===== src/rtl/pair_accum_pkg.sv =====
`default_nettype none
// +----------------------------------------------------------------------+
// | Module   : pair_accum_pkg                                            |
// | Purpose  : Shared types and helpers for the pair window accumulator. |
// |            State encoding, the pair weight function and the minimum  |
// |            legal width of the window total.                          |
// | Ports    : none (package)                                            |
// | Revision : 1.0  initial release                                      |
// +----------------------------------------------------------------------+
package pair_accum_pkg;

  typedef enum logic [1:0] {
    IDLE  = 2'd0,
    ACCUM = 2'd1,
    DONE  = 2'd2
  } state_e;

  // Arithmetic weight of a pair is sum + 2*carry, which is exactly the
  // two-bit vector {carry, sum}.
  function automatic logic [1:0] w(input logic sum, input logic carry);
    return {carry, sum};
  endfunction

  // Smallest total width that holds 3*window without overflow.
  function automatic int min_cnt_w(input int window);
    return $clog2(3 * window + 1);
  endfunction

endpackage
`default_nettype wire


===== src/rtl/pair_weight.sv =====
`default_nettype none
// +----------------------------------------------------------------------+
// | Module   : pair_weight                                               |
// | Purpose  : Combinational map of a (sum, carry) pair to its weight    |
// |            and an illegal-pair flag (both bits set together).        |
// | Ports    : sum_i, carry_i    - pair bits from the half-adder stage   |
// |            weight_o [1:0]    - sum + 2*carry                         |
// |            illegal_o         - sum and carry both high               |
// | Revision : 1.0  initial release                                      |
// +----------------------------------------------------------------------+
module pair_weight
  import pair_accum_pkg::*;
(
  input  logic       sum_i,
  input  logic       carry_i,
  output logic [1:0] weight_o,
  output logic       illegal_o
);

  assign weight_o  = w(sum_i, carry_i);
  assign illegal_o = sum_i & carry_i;

endmodule
`default_nettype wire


===== src/rtl/pair_window_accum.sv =====
`default_nettype none
// +----------------------------------------------------------------------+
// | Module   : pair_window_accum                                         |
// | Purpose  : Accumulates pair weights over WINDOW accepted samples and |
// |            presents the total on a valid/ready handshake. Flags      |
// |            illegal (1,1) pairs with a sticky error bit.              |
// | Ports    : clk, rst          - clock, synchronous active-high reset  |
// |            start             - open a new window (IDLE / DONE)       |
// |            in_valid, in_sum, in_carry - upstream pair                |
// |            busy              - window in progress                    |
// |            out_valid, out_ready, out_count - result handshake        |
// |            err               - sticky illegal-pair flag              |
// | Revision : 1.0  initial release                                      |
// +----------------------------------------------------------------------+
module pair_window_accum
  import pair_accum_pkg::*;
#(
  parameter int WINDOW = 8,
  parameter int CNT_W  = 5
) (
  input  logic             clk,
  input  logic             rst,
  input  logic             start,
  input  logic             in_valid,
  input  logic             in_sum,
  input  logic             in_carry,
  output logic             busy,
  output logic             out_valid,
  input  logic             out_ready,
  output logic [CNT_W-1:0] out_count,
  output logic             err
);

  localparam int SAMP_W = $clog2(WINDOW + 1);
  localparam logic [SAMP_W-1:0] LAST_IDX = SAMP_W'(WINDOW - 1);

  generate
    if (WINDOW < 1 || WINDOW > 255) begin : g_bad_window
      $error("pair_window_accum: WINDOW out of range 1..255");
    end
    if (CNT_W < min_cnt_w(WINDOW)) begin : g_bad_cnt_w
      $error("pair_window_accum: CNT_W too narrow for 3*WINDOW");
    end
  endgenerate

  state_e            state_q, state_d;
  logic [CNT_W-1:0]  acc_q, acc_d;
  logic [SAMP_W-1:0] cnt_q, cnt_d;
  logic [CNT_W-1:0]  out_count_q, out_count_d;
  logic              err_q, err_d;

  logic [1:0]        weight;
  logic              illegal;
  logic [CNT_W-1:0]  acc_sum;

  pair_weight u_weight (
    .sum_i     (in_sum),
    .carry_i   (in_carry),
    .weight_o  (weight),
    .illegal_o (illegal)
  );

  assign acc_sum = acc_q + CNT_W'(weight);

  always_ff @(posedge clk) begin
    if (rst) begin
      state_q     <= IDLE;
      acc_q       <= '0;
      cnt_q       <= '0;
      out_count_q <= '0;
      err_q       <= 1'b0;
    end else begin
      state_q     <= state_d;
      acc_q       <= acc_d;
      cnt_q       <= cnt_d;
      out_count_q <= out_count_d;
      err_q       <= err_d;
    end
  end

  always_comb begin
    state_d     = state_q;
    acc_d       = acc_q;
    cnt_d       = cnt_q;
    out_count_d = out_count_q;
    err_d       = err_q;

    unique case (state_q)
      IDLE: begin
        if (start) begin
          state_d = ACCUM;
          acc_d   = '0;
          cnt_d   = '0;
        end
      end
      ACCUM: begin
        if (in_valid) begin
          acc_d = acc_sum;
          cnt_d = cnt_q + 1'b1;
          if (illegal) begin
            err_d = 1'b1;
          end
          // The final sample goes straight into the registered result so
          // out_count is valid in the same cycle out_valid rises.
          if (cnt_q == LAST_IDX) begin
            state_d     = DONE;
            out_count_d = acc_sum;
          end
        end
      end
      DONE: begin
        if (out_ready) begin
          if (start) begin
            state_d = ACCUM;
            acc_d   = '0;
            cnt_d   = '0;
          end else begin
            state_d = IDLE;
          end
        end
      end
      default: begin
        state_d = IDLE;
      end
    endcase
  end

  assign busy      = (state_q == ACCUM);
  assign out_valid = (state_q == DONE);
  assign out_count = out_count_q;
  assign err       = err_q;

endmodule
`default_nettype wire


===== config.mk =====
export PLATFORM = sky130hd
export DESIGN_NAME = pair_window_accum
export DESIGN_NICKNAME = d
export VERILOG_FILES = /design/src/rtl/pair_accum_pkg.sv /design/src/rtl/pair_weight.sv /design/src/rtl/pair_window_accum.sv
export SDC_FILE = /design/constraint.sdc
export NUM_CORES = 1
export LEC_CHECK = 0
export ABC_AREA = 0
export ABC_CLOCK_PERIOD_IN_PS = 2950
export BUFFER_PORTS_ARGS = -buffer_cell sky130_fd_sc_hd__buf_2
export CAP_MARGIN = 20
export CORE_ASPECT_RATIO = 0.6
export CORE_MARGIN = 3
export CORE_UTILIZATION = 25
export CTS_CLUSTER_SIZE = 20
export DETAILED_ROUTE_END_ITERATION = 8
export PLACE_DENSITY = 0.48
export SYNTH_ARGS = -nofsm -noshare
export SYNTH_HDL_FRONTEND = slang
export SYNTH_SLANG_ARGS = --single-unit

===== constraint.sdc =====
create_clock -name clk -period 2.95 [get_ports clk]
set_input_delay 0 -clock clk [delete_from_list [all_inputs] [get_ports clk]]
set_output_delay 0 -clock clk [all_outputs]
set_load 0.03 [all_outputs]

# --- Yosys cells after proc, flatten, opt, wreduce, memory -nomap -nowiden ---
# Cells that the tools add are included.
# Widths: inputs -> output; s select.
word_totals:
  latch_bits: 0
  mem_count: 0
  ff_bits: 17
  mem_bits_ro: 0
  mem_bits_rw: 0
  inputBits: 7
op_classes:
  n_eq_ne: 7
  n_shift: 0
  n_div: 0
  multipliers: 0
  reduce_logical: 6
  magnitude_cmp: 0
  mux: 14
  n_bitwise: 1
  addsub: 2
op_table:
  columns: ["operator", "count"]
  rows:
  - ["$mux 5", 3]
  - ["$pmux 5 s3", 1]
  - ["$mux 4", 3]
  - ["$pmux 4 s3", 1]
  - ["$reduce_and 3->1", 3]
  - ["$mux 2", 4]
  - ["$pmux 2 s3", 1]
  - ["$add 5x2->5", 1]
  - ["$add 4x1->4 const B", 1]
  - ["$eq 4x3->1 const B", 1]
  - ["$ne 2x1->1 const B", 2]
  - ["$ne 2x2->1 const B", 2]
  - ["$reduce_and 4->1", 1]
  - ["$reduce_bool 3->1", 1]
  - ["$eq 2x1->1 const B", 1]
  - ["$eq 2x2->1 const B", 1]
  - ["$logic_not 2->1", 1]
  - ["$and 1x1->1", 1]
  - ["$mux 1", 1]

# --- Depth between registers and ports, before layout ---
# Gate-level depths: netlist of the first run.
depth:
  word_depth: 4
  depth_mapped: 6

# --- Modules after synthesis ---
# Synthesis of the first run repeated with hierarchy kept, for this count alone.
hier_totals:
  cells_unflattened: 96
  area_unflattened_um2: 852.1
modules_own_cells:
  columns: ["mod", "n_inst", "cells_per_inst", "seq_area_each_um2", "area_per_inst_um2"]
  rows:
  - ["pair_window_accum", 1, 93, 340.3, 830.8]
  - ["pair_weight", 1, 3, 0.0, 21.3]

# --- Least setup slack after synthesis of the first run ---
# Ideal clock, no wire load.
synth_timing:
  kind: "register to register"
  from: "register cnt_q[0]"
  to: "register out_count_q[0] (netlist: out_count[0])"
  slack_ns: 1.535
  t_arrival_ns: 1.287
  synth_period_minus_slack_ns: 1.415
  stages_incl_launch_ff: 6
  n_path_buf: 0
  required_time_ns: 2.822
  path_cell_list: "dfxtp_1 -> ha_1 -> inv_1 -> nor4b_4 -> mux2i_1 -> nor2_1"
synth_via:
  elab_chain_cells: 2
synth_rtl:
  columns: ["element", "line", "text"]
  rows:
  - ["start, declared", "pair_window_accum.sv:48", "logic [SAMP_W-1:0] cnt_q, cnt_d;"]
  - ["start signal, assigned", "pair_window_accum.sv:75", "cnt_q <= cnt_d;"]
  - ["$eq 4x3->1", "pair_window_accum.sv:105", "if (cnt_q == LAST_IDX) begin"]
  - ["$reduce_and 3->1 (no line)", null, null]
  - ["end signal, assigned", "pair_window_accum.sv:76", "out_count_q <= out_count_d;"]
  - ["end, declared", "pair_window_accum.sv:49", "logic [CNT_W-1:0] out_count_q, out_count_d;"]
# Every way passes these cells.
# A chain may end at the register's enable or synchronous reset.

# --- Final worst setup path of the first run ---
layout_timing:
  from: "register state_q[1]"
  to: "register out_count_q[0] (netlist: out_count[0])"
layout_via:
  elab_chain_cells: 2
layout_rtl:
  columns: ["element", "line", "text"]
  rows:
  - ["start, declared", "pair_window_accum.sv:46", "state_e state_q, state_d;"]
  - ["start signal, assigned", "pair_window_accum.sv:73", "state_q <= state_d;"]
  - ["$eq 2x1->1", "pair_window_accum.sv:88", "unique case (state_q)"]
  - ["$reduce_and 3->1 (no line)", null, null]
# Every way passes these cells.

==> results.md, run 1 <==
* FF+latch area at between 300 and 400 um2
* Worst vdd ir at approximately 140 uV
* Clock share of power at 0.389
* Mapped cell area at just under 800 um2
* Sw Share at 0.2430
* RD Place Congestion at 0.7870
* Slew @ Worst Pin at between 600 and 700 ps
* CTS resizes at 0
* Crit path capture type: flop
* Crit path from: state_q[1]$_SDFFE_PP0P_
* Post-synth top area cell: dfxtp_1
* Routed Antenna Nets at 0
* Iter 0 DRT Violations at 30
* Startpoint types: flop
* Die Wd at approximately 80 um
* Total Wirelength at approximately 1800 um
* H-Tree Depth at 1
* # fillers at 303
* Synth top area cells: dfxtp_1, nor2_1, ha_1
* Drt via density at 4.672
* Root buffer cell: clkbuf_8
* WP buf/inv at 0
* GR Util All Layers at 0.1006
* Port buffer count at 14
* Hold Crit Start: in_sum
* Hold Buf Count CTS at 0
* Flops & latches, synth at 17
* Fin Setup TNS at 0 ps
* Number of nets in the layout at roughly 110
* Crit path max-delay family: simple AND/OR/NAND/NOR gates
* Yosys cell types at 33
* P_int at approximately 0.34 mW
* Post-route cell area at 958.4 um2
* Final Hold Vio Count at 0
* Final setup margin at 1335 ps
* First-pass GRT wire length at ~3000 um
* Gate power share at 0.091
* Arrival @ worst endpoint at 1750 ps
* Avg Cell Area, Syn at 10.19 um2
* Worst-path fanout max at 8
* Clk pin slew, worst setup/hold paths at 70 ps
* Area after DPL at between 900 and 1000 um2
* M1 GR Usage at 0.1419
* TritonCTS clock tree: built
* Floorplan Core Area at between 2000 and 3000 um2
* WL per Instance at between 10 and 15 um
* Mapped Nets at 89
* Worst-Skew Late Latency at about 250 ps
* Number of global-route vias before repair at around 580
* Switching pwr at roughly 0.11 mW
* Area Overhead vs Synth at 20.63%
* Yosys warns at 0
* Starting Density at 0.2696
* Routed vias at 640
* Maxcap violations at 0
* Sequential Power Share at 0.519
* I/O Pins at 15
* EDFF count, synth at 0
* Power Dens Cells at 475.3 nW/um2
* Met3 usage at 0.04380
* Crit path cell chain: nand3b_2, nor4b_4, mux2i_1, nor2_1
* Number of diodes at 0
* Clock Skew at roughly 6.1 ps
* Pins Over Slew Limit at 0
* Post-synthesis sequential area ratio at 0.4283
* Biggest cell delay along the critical path at between 500 and 600 ps
* Outcome: complete, no violations
* Critical Path RT at about 3100 ps
* Initial antenna violation count at 0
* Gr busiest metal: met2
* Commonest cells in the netlist: dfxtp_1, nor2_1, a22o_1
* Asr flop ratio synth at 0
* Dpl ws at roughly 1300 ps
* Headroom to the max-slew limit at 0.5974
* Leakage at roughly 0.37 nW
* Post-synthesis cell count at 78
* Hold/Removal Path Class: input port to flop
* GR Util met2 at 0.1465
* Hpwl dp at between 1000 and 1500 um
* Minimum clock period at 1615 ps
* Num Clock Sinks at 17
* Main flop type after synthesis: dfxtp_1
* Post-CTS setup repair buffer count at 0
* Setup violations, final at 0
* Worst path slowest cell: nor4b_4
* RR Startpoint: state_q[1]$_SDFFE_PP0P_
* Bufs on Longest Clock Path at 2
* Crit path kind: flop to flop
* Drt drc at 0
* Multi-input gate area at 442.9 um2
* Largest net degree at the start of global routing at 14
* Area share of the largest cell type after synthesis at 0.4283
* Most common cell in the netlist: dfxtp_1
* Share of layout cells above drive strength 1 at 0.2526
* Gr ovfl total at 0
* First-pass DRT Iterations at 7
* Peak Freq at ~0.62 GHz
* Rows at 15
* Num CTS Buffers at 3
* Fin crit share at 0.5474
* Die area at 3913 um2
* RSZ-0062 raised after global routing: no
* Die height at 49.67 um
[per-layer routing]
metal  part of all wire  vias up  wire (um)
li1                   -      321          -
met1               0.53      304        926
met2               0.42       13        742
met3              0.049        2         86
met4             0.0040        0          7
met5                  0        -          0
[cell families (layout without fill, tap and decap cells)]
| kind of cell | after synthesis | in the layout | synth area share |
|---|---|---|---|
| AO/OA/AOI/OAI | 18 | 18 | 0.1795 |
| adder cells (fa/ha/maj) | 4 | 4 | 0.07245 |
| flip-flops | 17 | 17 | 0.4284 |
| AND/OR/NAND/NOR | 28 | 28 | 0.2063 |
| multiplexers | 5 | 5 | 0.06614 |
| buffers and inverters | 3 | 20 | 0.01417 |
| XOR/XNOR | 3 | 3 | 0.03308 |
[cells in the final DEF, fill, tap and decap left out, types with 2 or more instances in the layout]
cell,instances
a211oi_1,2
a21oi_1,2
a22o_1,4
buf_2,14
clkbuf_8,3
dfxtp_1,17
ha_1,3
inv_1,2
mux2_2,2
mux2i_1,3
nand2_1,2
nand3_1,2
nor2_1,13
nor2b_1,2
o21ai_0,2
xnor2_1,3
[final cells by class]
cell class	instances	area share
Multi-Input combinational cell	58	0.4621
Sequential cell	17	0.3551
Timing Repair Buffer	14	0.07311
Tap cell	42	0.05483
Clock buffer	4	0.04700
Inverter	2	0.007833
[through the flow]
step | hold WS, ps | std cells | power (mW) | util
CTS | 0.8125 | 137 | 0.4589 | 0.3253
finish | 0.3683 | 137 | 0.4556 | 0.3253
global route | 52.22 | 137 | 0.4772 | 0.3253
detailed placement | 271.4 | 133 | 0.2837 | 0.3100
floorplan | 157.2 | 78 | 0.2674 | -
global placement | 266.3 | 133 | 0.2822 | 0.3100
[power by group through the flow]
stage	clock network, mW	logic [mW]	registers, mW
floorplan	0	0.0259	0.242
global placement	0	0.0409	0.241
detailed placement	0	0.0419	0.242
CTS	0.180	0.0422	0.237
global route	0.194	0.0464	0.237
finish	0.177	0.0417	0.237
[worst register-to-register path, delay by kind of cell, from the launching register on]
kind	cells	cell delay [ps]
muxes	1	250
DFF	1	350
and+or+nand+nor	3	900
[flip-flops by register name, indices dropped and copies added (netlist names)]
signal	cells
acc_q	5
cnt_q	4
err	1
out_count	5
state_q	2
[worst paths after layout]
| check | depth (start not counted) | slack (ps) | endpoint |
|---|---|---|---|
| worst min register to register | 2 | 470 | err$_SDFFE_PP0P_ |
| worst max-delay path | 4 | 1340 | out_count[0]$_SDFFE_PP0P_ |
| worst min-delay path | 3 | 0.4 | err$_SDFFE_PP0P_ |
| worst max register to register | 4 | 1340 | out_count[0]$_SDFFE_PP0P_ |
(Power assumes the default switching activity.)
==> run 2: changes to the inputs <==
Settings changed: ABC_CLOCK_PERIOD_IN_PS 2950 to 1400, PLACE_DENSITY 0.48 to 0.5.
Clock period 2.95 ns to 1.4 ns, I/O delays scaled along.
==> results.md, run 2 (synthesis results as in run 1) <==
* Critical Path RT at 1540 ps
* Share of layout cells above drive strength 1 at 0.4722
* Peak Freq at just over 0.7 GHz
* Minimum clock period at 1414 ps
* Dpl ws at -110.2 ps
* Gate power share at 0.114
* H-Tree Depth at 1
* Gr ovfl total at 0
* Sw Share at 0.2399
* Arrival @ worst endpoint at ~1600 ps
* # fillers at between 300 and 400
* Num CTS Buffers at 3
* Number of global-route vias before repair at roughly 650
* Routed met2 length at 874 um
* Clock Skew at a little under 5 ps
* Worst-Skew Late Latency at about 250 ps
* Power Dens Cells at between 800 and 900 nW/um2
* Floorplan Core Area at between 2000 and 3000 um2
* FF+latch area at approximately 350 um2
* Final Hold Vio Count at 0
* Outcome: finished with violations
* WL per Instance at roughly 12 um
* Clock share of power at 0.372
* Routed Antenna Nets at 0
* Overall Power at 0.9755 mW
* Most common cell after layout, fill and taps aside: buf_2
* M1 wire length at just under 900 um
* Hold/Removal Path Class: input port to flop
* Final setup margin at -14.12 ps
* Bufs on Longest Clock Path at 2
* RD Place Congestion at 0.8122
* Fin Setup TNS at -14.12 ps
* Fin crit share at 1.010
* Iter 0 DRT Violations at 75
* I/O Pins at 15
* Area after DPL at 988.4 um2
* Die height at 49.67 um
* Drt via density at ~4.4
* Switching pwr at ~0.23 mW
* Port buffer count at 14
* Met3 routed wirelength at about 80 um
* Post-route cell area at between 1000 and 1500 um2
* Headroom to the max-slew limit at 0.7456
* Total Wirelength at between 1500 and 2000 um
* Drt drc at 0
* First-pass GRT wire length at just over 3000 um
* TritonCTS clock tree: built
* Sequential Power Share at 0.514
* Maxcap violations at 0
* Num Clock Sinks at 17
* Rows at 15
* Final Non-Filler Cells at 150
* RSZ-0062 raised after global routing: yes
* Largest net degree at the start of global routing at 14
* GR Util All Layers at 0.1060
* Crit path kind: flop to flop
* Violated checks: setup timing
* Most frequent cells in the layout: buf_2, nor2_1, buf_4, dfxtp_1
* Area Overhead vs Synth at 41.73%
* Crit path capture type: flop
* P_int at approximately 0.74 mW
* Initial antenna violation count at 0
* Clk pin slew, worst setup/hold paths at ~70 ps
* Pins Over Slew Limit at 0
* Hold Buf Count CTS at 0
* Multi-input gate area at approximately 500 um2
* Number of nets in the layout at between 100 and 150
* Die area at 3913 um2
* Uppermost layer routed: met4
* Setup violations, final at 1
* Startpoint types: flop
* Hpwl dp at 1382 um
* Worst vdd ir at 238.5 uV
* Starting Density at 0.2696
* First-pass DRT Iterations at 6
* Slew @ Worst Pin at 380.2 ps
* Routed vias at 667
* Die Wd at about 80 um
* Leakage at around 0.46 nW
* Root buffer cell: clkbuf_8
* Number of diodes at 0
* Worst-path fanout max at 3
* Placed insts at approximately 140
[run 2: cell types whose count changed in the layout (fill, tap and decap cells not counted), moves of 2 or more]
cell | before | now
buf_4 | 0 | 13
dfxtp_1 | 17 | 12
dfxtp_2 | 0 | 4
ha_1 | 3 | 1
ha_4 | 0 | 2
[run 2: worst max-delay path: stages (launching register included)]
cell and delay, ps:
dfxtp_2 360, ha_4 160, inv_4 40, nor4b_4 300
buf_4 190, mux2i_1 190, nor2_1 70
[run 2: per-layer routing]
layer,up-vias,track usage
met5,-,0
met1,309,0.1327
met2,10,0.1648
met4,0,0.03488
met3,4,0.04380
li1,344,-
[run 2: power by group through the flow]
stage | Clock [mW] | Combinational, mW | Sequential (mW)
after CTS | 0.376 | 0.108 | 0.500
after detailed placement | 0 | 0.102 | 0.509
after global placement | 0 | 0.100 | 0.509
final | 0.363 | 0.111 | 0.502
after global routing | 0.406 | 0.123 | 0.502
after floorplan | 0 | 0.0548 | 0.509
[run 2: layout make-up]
class	count	area share
multi-input combinational	58	0.4444
sequential	17	0.3100
timing repair buffer	27	0.1489
tap	42	0.04667
clock buffer	3	0.03667
inverter	2	0.008889
clock inverter	1	0.004444
[run 2: metrics by stage]
stage	hold slack, ps	util
global route	79.76	0.3822
global placement	257.6	0.3355
floorplan	157.2	-
detailed placement	281.4	0.3355
CTS	33.98	0.3745
finish	38.78	0.3822
[run 2: path summary, 6_finish.rpt]
path,from,end,slack (ps),depth (start not counted)
min reg2reg,err$_SDFFE_PP0P_,err$_SDFFE_PP0P_,480,2
min,in_sum,err$_SDFFE_PP0P_,40,3
max reg2reg,cnt_q[1]$_SDFFE_PP0P_,out_count[0]$_SDFFE_PP0P_,-10,6
max,cnt_q[1]$_SDFFE_PP0P_,out_count[0]$_SDFFE_PP0P_,-10,6
[run 2: what timing repair did]
action	in CTS	in global routing
pin swaps	5	7
resized for setup	15	5
setup buffers	2	2
endpoints found under the setup margin	13	10
